==> src/rtl/mole_round_ctrl.sv <==
// rtl/mole_round_ctrl.sv - whack-a-mole round controller (tick timing, mole picking, scoring)
// Optional MOLE_PENALTY_EN: a non-matching hit while a mole is up costs one point.
module mole_round_ctrl #(
  parameter int TICK_DIV   = 50000000,
  parameter int GAME_TICKS = 60,
  parameter int MOLE_TICKS = 2
) (
  input  logic       clock,
  input  logic       reset,
  input  logic       start,
  input  logic [3:0] hit,
  output logic [3:0] mole,
  output logic [7:0] score,
  output logic [6:0] time_left,
  output logic       playing,
  output logic       game_over
);

  typedef enum logic [1:0] {IDLE, PICK, UP, OVER} state_t;

  state_t      r_state;
  state_t      w_state_nxt;
  logic [25:0] r_tick_cnt;
  logic [7:0]  r_lfsr;
  logic [3:0]  r_mole_timer;
  logic [3:0]  w_timer_nxt;
  logic [1:0]  r_idx;
  logic [1:0]  w_idx_nxt;
  logic [1:0]  w_pick_idx;
  logic [7:0]  r_score;
  logic [7:0]  w_score_nxt;
  logic [6:0]  r_time_left;
  logic [6:0]  w_tl_nxt;
  logic [3:0]  r_mole;
  logic        r_playing;
  logic        r_game_over;
  logic        w_tick;
  logic        w_start_ok;
  logic        w_match;
  logic        w_final_tick;

  assign w_tick       = (r_tick_cnt == 26'(TICK_DIV - 1));
  assign w_start_ok   = start && ((r_state == IDLE) || (r_state == OVER));
  assign w_match      = hit[r_idx];
  assign w_final_tick = w_tick && (r_time_left == 7'd1);
  // Avoid showing the same hole twice in a row.
  assign w_pick_idx   = (r_lfsr[1:0] == r_idx) ? (r_lfsr[1:0] + 2'd1) : r_lfsr[1:0];

  always_ff @(posedge clock or posedge reset) begin
    if (reset) begin
      r_tick_cnt <= '0;
    end else if (w_start_ok || w_tick) begin
      r_tick_cnt <= '0;
    end else begin
      r_tick_cnt <= r_tick_cnt + 26'd1;
    end
  end

  always_ff @(posedge clock or posedge reset) begin
    if (reset) begin
      r_lfsr <= 8'hA5;
    end else begin
      r_lfsr <= {r_lfsr[6:0], r_lfsr[7] ^ r_lfsr[5] ^ r_lfsr[4] ^ r_lfsr[3]};
    end
  end

  always_comb begin
    w_state_nxt = r_state;
    w_score_nxt = r_score;
    w_tl_nxt    = r_time_left;
    w_timer_nxt = r_mole_timer;
    w_idx_nxt   = r_idx;
    case (r_state)
      IDLE, OVER: begin
        if (start) begin
          w_state_nxt = PICK;
          w_score_nxt = 8'd0;
          w_tl_nxt    = 7'(GAME_TICKS);
        end
      end
      PICK: begin
        w_idx_nxt   = w_pick_idx;
        w_timer_nxt = 4'(MOLE_TICKS);
        w_state_nxt = UP;
      end
      UP: begin
        if (w_match) begin
          if (r_score != 8'hFF) w_score_nxt = r_score + 8'd1;
          w_state_nxt = PICK;
        end else begin
`ifdef MOLE_PENALTY_EN
          if ((hit != 4'b0) && (r_score != 8'd0)) w_score_nxt = r_score - 8'd1;
`endif
          if (w_tick && (r_mole_timer != 4'd0)) begin
            w_timer_nxt = r_mole_timer - 4'd1;
            if (r_mole_timer == 4'd1) w_state_nxt = PICK;
          end
        end
      end
      default: w_state_nxt = IDLE;
    endcase
    // The round clock runs through both PICK and UP and wins over mole transitions.
    if ((r_state == PICK) || (r_state == UP)) begin
      if (w_tick && (r_time_left != 7'd0)) w_tl_nxt = r_time_left - 7'd1;
      if (w_final_tick) w_state_nxt = OVER;
    end
  end

  always_ff @(posedge clock or posedge reset) begin
    if (reset) begin
      r_state      <= IDLE;
      r_score      <= '0;
      r_time_left  <= '0;
      r_mole_timer <= '0;
      r_idx        <= '0;
      r_mole       <= '0;
      r_playing    <= 1'b0;
      r_game_over  <= 1'b0;
    end else begin
      r_state      <= w_state_nxt;
      r_score      <= w_score_nxt;
      r_time_left  <= w_tl_nxt;
      r_mole_timer <= w_timer_nxt;
      r_idx        <= w_idx_nxt;
      r_mole       <= (w_state_nxt == UP) ? (4'b0001 << w_idx_nxt) : 4'b0000;
      r_playing    <= (w_state_nxt == PICK) || (w_state_nxt == UP);
      r_game_over  <= (w_state_nxt == OVER);
    end
  end

  assign mole      = r_mole;
  assign score     = r_score;
  assign time_left = r_time_left;
  assign playing   = r_playing;
  assign game_over = r_game_over;

endmodule

==> config.mk <==
export PLATFORM = sky130hd
export DESIGN_NAME = mole_round_ctrl
export DESIGN_NICKNAME = d
export VERILOG_FILES = /design/src/rtl/mole_round_ctrl.sv
export SDC_FILE = /design/constraint.sdc
export NUM_CORES = 1
export LEC_CHECK = 0
export CORE_ASPECT_RATIO = 1.4
export CORE_MARGIN = 2
export CORE_UTILIZATION = 52
export DETAILED_ROUTE_END_ITERATION = 10
export GPL_TIMING_DRIVEN = 0
export PLACE_DENSITY = 0.84
export SLEW_MARGIN = 20
export SYNTH_ARGS = -nofsm -noshare
export SYNTH_HDL_FRONTEND = slang
export SYNTH_SLANG_ARGS = --single-unit
==> constraint.sdc <==
create_clock -name clock -period 2.2 [get_ports clock]
set_input_delay 0.33 -clock clock [delete_from_list [all_inputs] [get_ports clock]]
set_output_delay 0.33 -clock clock [all_outputs]
set_load 0.005 [all_outputs]
==> out/qor.yml <==
status: "complete, but fails checks"
violations: "negative setup slack"
synth.mux.area_fraction_pct: 2.45
clk_path_buf_depth: 2
drive_gt1_share_pct: 19.1
ys_types: 51
hpwl_microns: 4790
grt_pass1_vias: 2570
place_worst_setup_slack_ns: -0.404
crit_type: "flop to flop"
finalSetupTns_ns: -0.571
ys.flop_type: "dfrtp_1"
ys_async_sr_fraction_pct: 100
dp_cells: 430
synth.avg_cell_area_sq_um: 9.90
syn-num-nets: 347
placed_area_sq_mm: 0.00367
cts-root-buf: "clkbuf_8"
viasPerCell: 5.72
cts_buffers: 9
reg2reg_from: "r_tick_cnt[1]$_DFF_PP0_"
synthAdderAreaFrac_pct: 3.83
die_area_sq_mm: 0.00694
syn_inst: 330
setup_viol: 5
synth.top_cells.by_area: "dfrtp_1 (45%), xnor2_1 (6.7%), nor2_1 (4.8%)"
period_share_pct: 108
finalWorstSetupSlack_ns: -0.185
initial_core_util_pct: 53.0
die_y_microns: 97.8
postRouteWirelength_microns: 7330
drc_errors: 0
stdcell_count: 465
yosys-top-cells-count: "dfrtp_1 (59), nor2_1 (42), nand2_1 (25), xnor2_1 (25)"
gr-total-overflow: 0
p_leak_nw: 1.70
cts_tree: "yes"
via_count: 2661
synth_enable_flop_cells: 0
fillers: 466
maxCapViolCount: 0
antennaDiodeCount: 0
critPathMaxFanout: 4
tightestPinTransition_ns: 0.585
min_path_type: "primary input to asynchronous set/reset pin"
synth-simple-area-share_pct: 25.6
clk_latency_ns: 0.35
grt_max_degree: 52
synth_compound_area_share_pct: 7.27
fin_nets: 405
synth_most_common_cell: "dfrtp_1"
netlist_area_sq_mm: 0.00327
required_ns: 2.48
fin_crit_ns: 2.38
cts_num_sinks: 63
h-tree-depth: 3
grt_pass1_wl_microns: 11800
peakVddDrop_mv: 0.434
num_rows: 34
rsz0062_at_grt: "true"
wire_per_inst_microns: 15.8
yosysSeqAreaShare_pct: 48.4
startpoint_type: "flop"
hold_buffers: 0
synth_warnings: 0
ff2ff_path_depth: 9
die_width_microns: 71
synth-xor-area-share_pct: 8.84
max_slew_margin_pct: 60.7
powerDensity_mw_per_mm2: 918
area_delta_synth_final_pct: 24.8
synth_top_family_by_area: "simple AND/OR/NAND/NOR gates"
ys_ff_latch: 63
hold_violations: 0
ant_nets: 0
startpoint: "r_tick_cnt[1]$_DFF_PP0_"
yosysTopAreaCellShare_pct: 45.2
gp_congestion: 0.839
cp.arrival_ns: 2.67
grtUsageTotal_pct: 21.7
port_buffers: 27
slew_violations: 0
finalClockSkew_ns: 0.0110
drtIter0Drc: 168
synth_largest_area_cell: "dfrtp_1"
final_cell_area_sq_mm: 0.00408
max_freq_mhz: 419
cp-end-kind: "flop"
io_pins: 28
clk_pin_slew_ns: 0.07
drt_pass1_iterations: 5
core_area_sq_mm: 0.00617
antenna_found_initial: 0
[path summary, 6_finish.rpt]
| path | endpoint | slack, ns |
|---|---|---|
| min in group clock | r_lfsr[7]$_DFF_PP1_ | 0.35 |
| max | mole[1]$_DFF_PP0_ | -0.18 |
| max reg2reg | mole[1]$_DFF_PP0_ | -0.18 |
| min reg2reg | r_lfsr[7]$_DFF_PP1_ | 0.35 |
| min | r_lfsr[1]$_DFF_PP0_ | 0.24 |
| max in group asynchronous | r_lfsr[2]$_DFF_PP1_ | 1.41 |
[cell families after synthesis]
family | after synthesis
AOI/OAI and AO/OA | 41
xor gates and xnor gates | 33
adders and majority gates | 10
buffers and inverters | 23
DFF | 63
muxes | 8
and+or+nand+nor | 152
[final cells by class]
cell class,count,area (sq um),area share [%]
Multi-Input combinational cell,244,1620,39.7
Sequential cell,63,1590,38.9
Timing Repair Buffer,48,448,11.0
Clock buffer,10,128,3.13
Tap cell,72,90.1,2.21
Clock inverter,6,85.1,2.09
Inverter,16,66.3,1.63
Buffer,6,55.1,1.35
[placed cells by master (no fill, tap or decap), types with 6 or more instances in the layout]
master,netlist,final
clkbuf_8,2,11
a21oi_1,11,11
xor2_1,8,8
nor2_1,42,40
o21ai_0,17,17
nor4_1,11,11
dfrtp_1,59,55
ha_1,10,7
nand2_1,25,24
inv_1,15,14
xnor2_1,25,25
buf_4,0,21
mux2i_1,8,7
nand4_1,6,6
nor3_1,14,14
clkdlybuf4s50_1,0,27
nand3_1,17,17
[power by group]
group	switching, mW	total (mW)	leakage [nW]	internal (mW)
Sequential	0.108	1.39	0.820	1.28
Clock	0.463	1.10	0.102	0.634
Combinational	0.659	1.26	0.777	0.599
Total	1.23	3.74	1.70	2.51
[layer usage]
layer | up-vias | global-route usage (%) | wire, microns | part of all wire [%]
li1 | 1269 | - | - | -
met1 | 1287 | 24.6 | 2880 | 39
met2 | 86 | 38.1 | 3910 | 53
met3 | 19 | 4.54 | 356 | 4.9
met4 | 0 | 10.9 | 177 | 2.4
met5 | - | 0 | 0 | 0
[sequential cells by signal (all words and copies together), names as in the netlist]
name	flops
r_lfsr	8
game_over	1
r_mole_timer	4
r_state	2
playing	1
r_idx	2
mole	4
score	8
r_tick_cnt	26
time_left	7
[worst max-delay path: stages, from the launching register on]
cell and delay [ns]:
dfrtp_1 0.42, ha_4 0.16, nand3_2 0.07, or3_4 0.39, or2_4 0.29, o211ai_1 0.34
ha_2 0.25, inv_1 0.04, or2_4 0.23, nor2b_1 0.12
[per-stage QoR]
step	hold WS (ns)	utilization [%]	power, mW
3_5_place_dp	0.338	59.4	2.40
4_1_cts	0.239	64.3	3.59
6_report	0.244	66.1	3.74
3_3_place_gp	0.338	58.9	2.34
2_1_floorplan	0.333	-	2.05
5_1_grt	0.237	66.1	3.97
[timing repair]
item	CTS	global route
pin swaps	6	9
setup endpoints to repair	6	31
buffers inserted	9	11
gates resized for setup	5	13
Note: power is estimated with default switching activity, not from simulation.
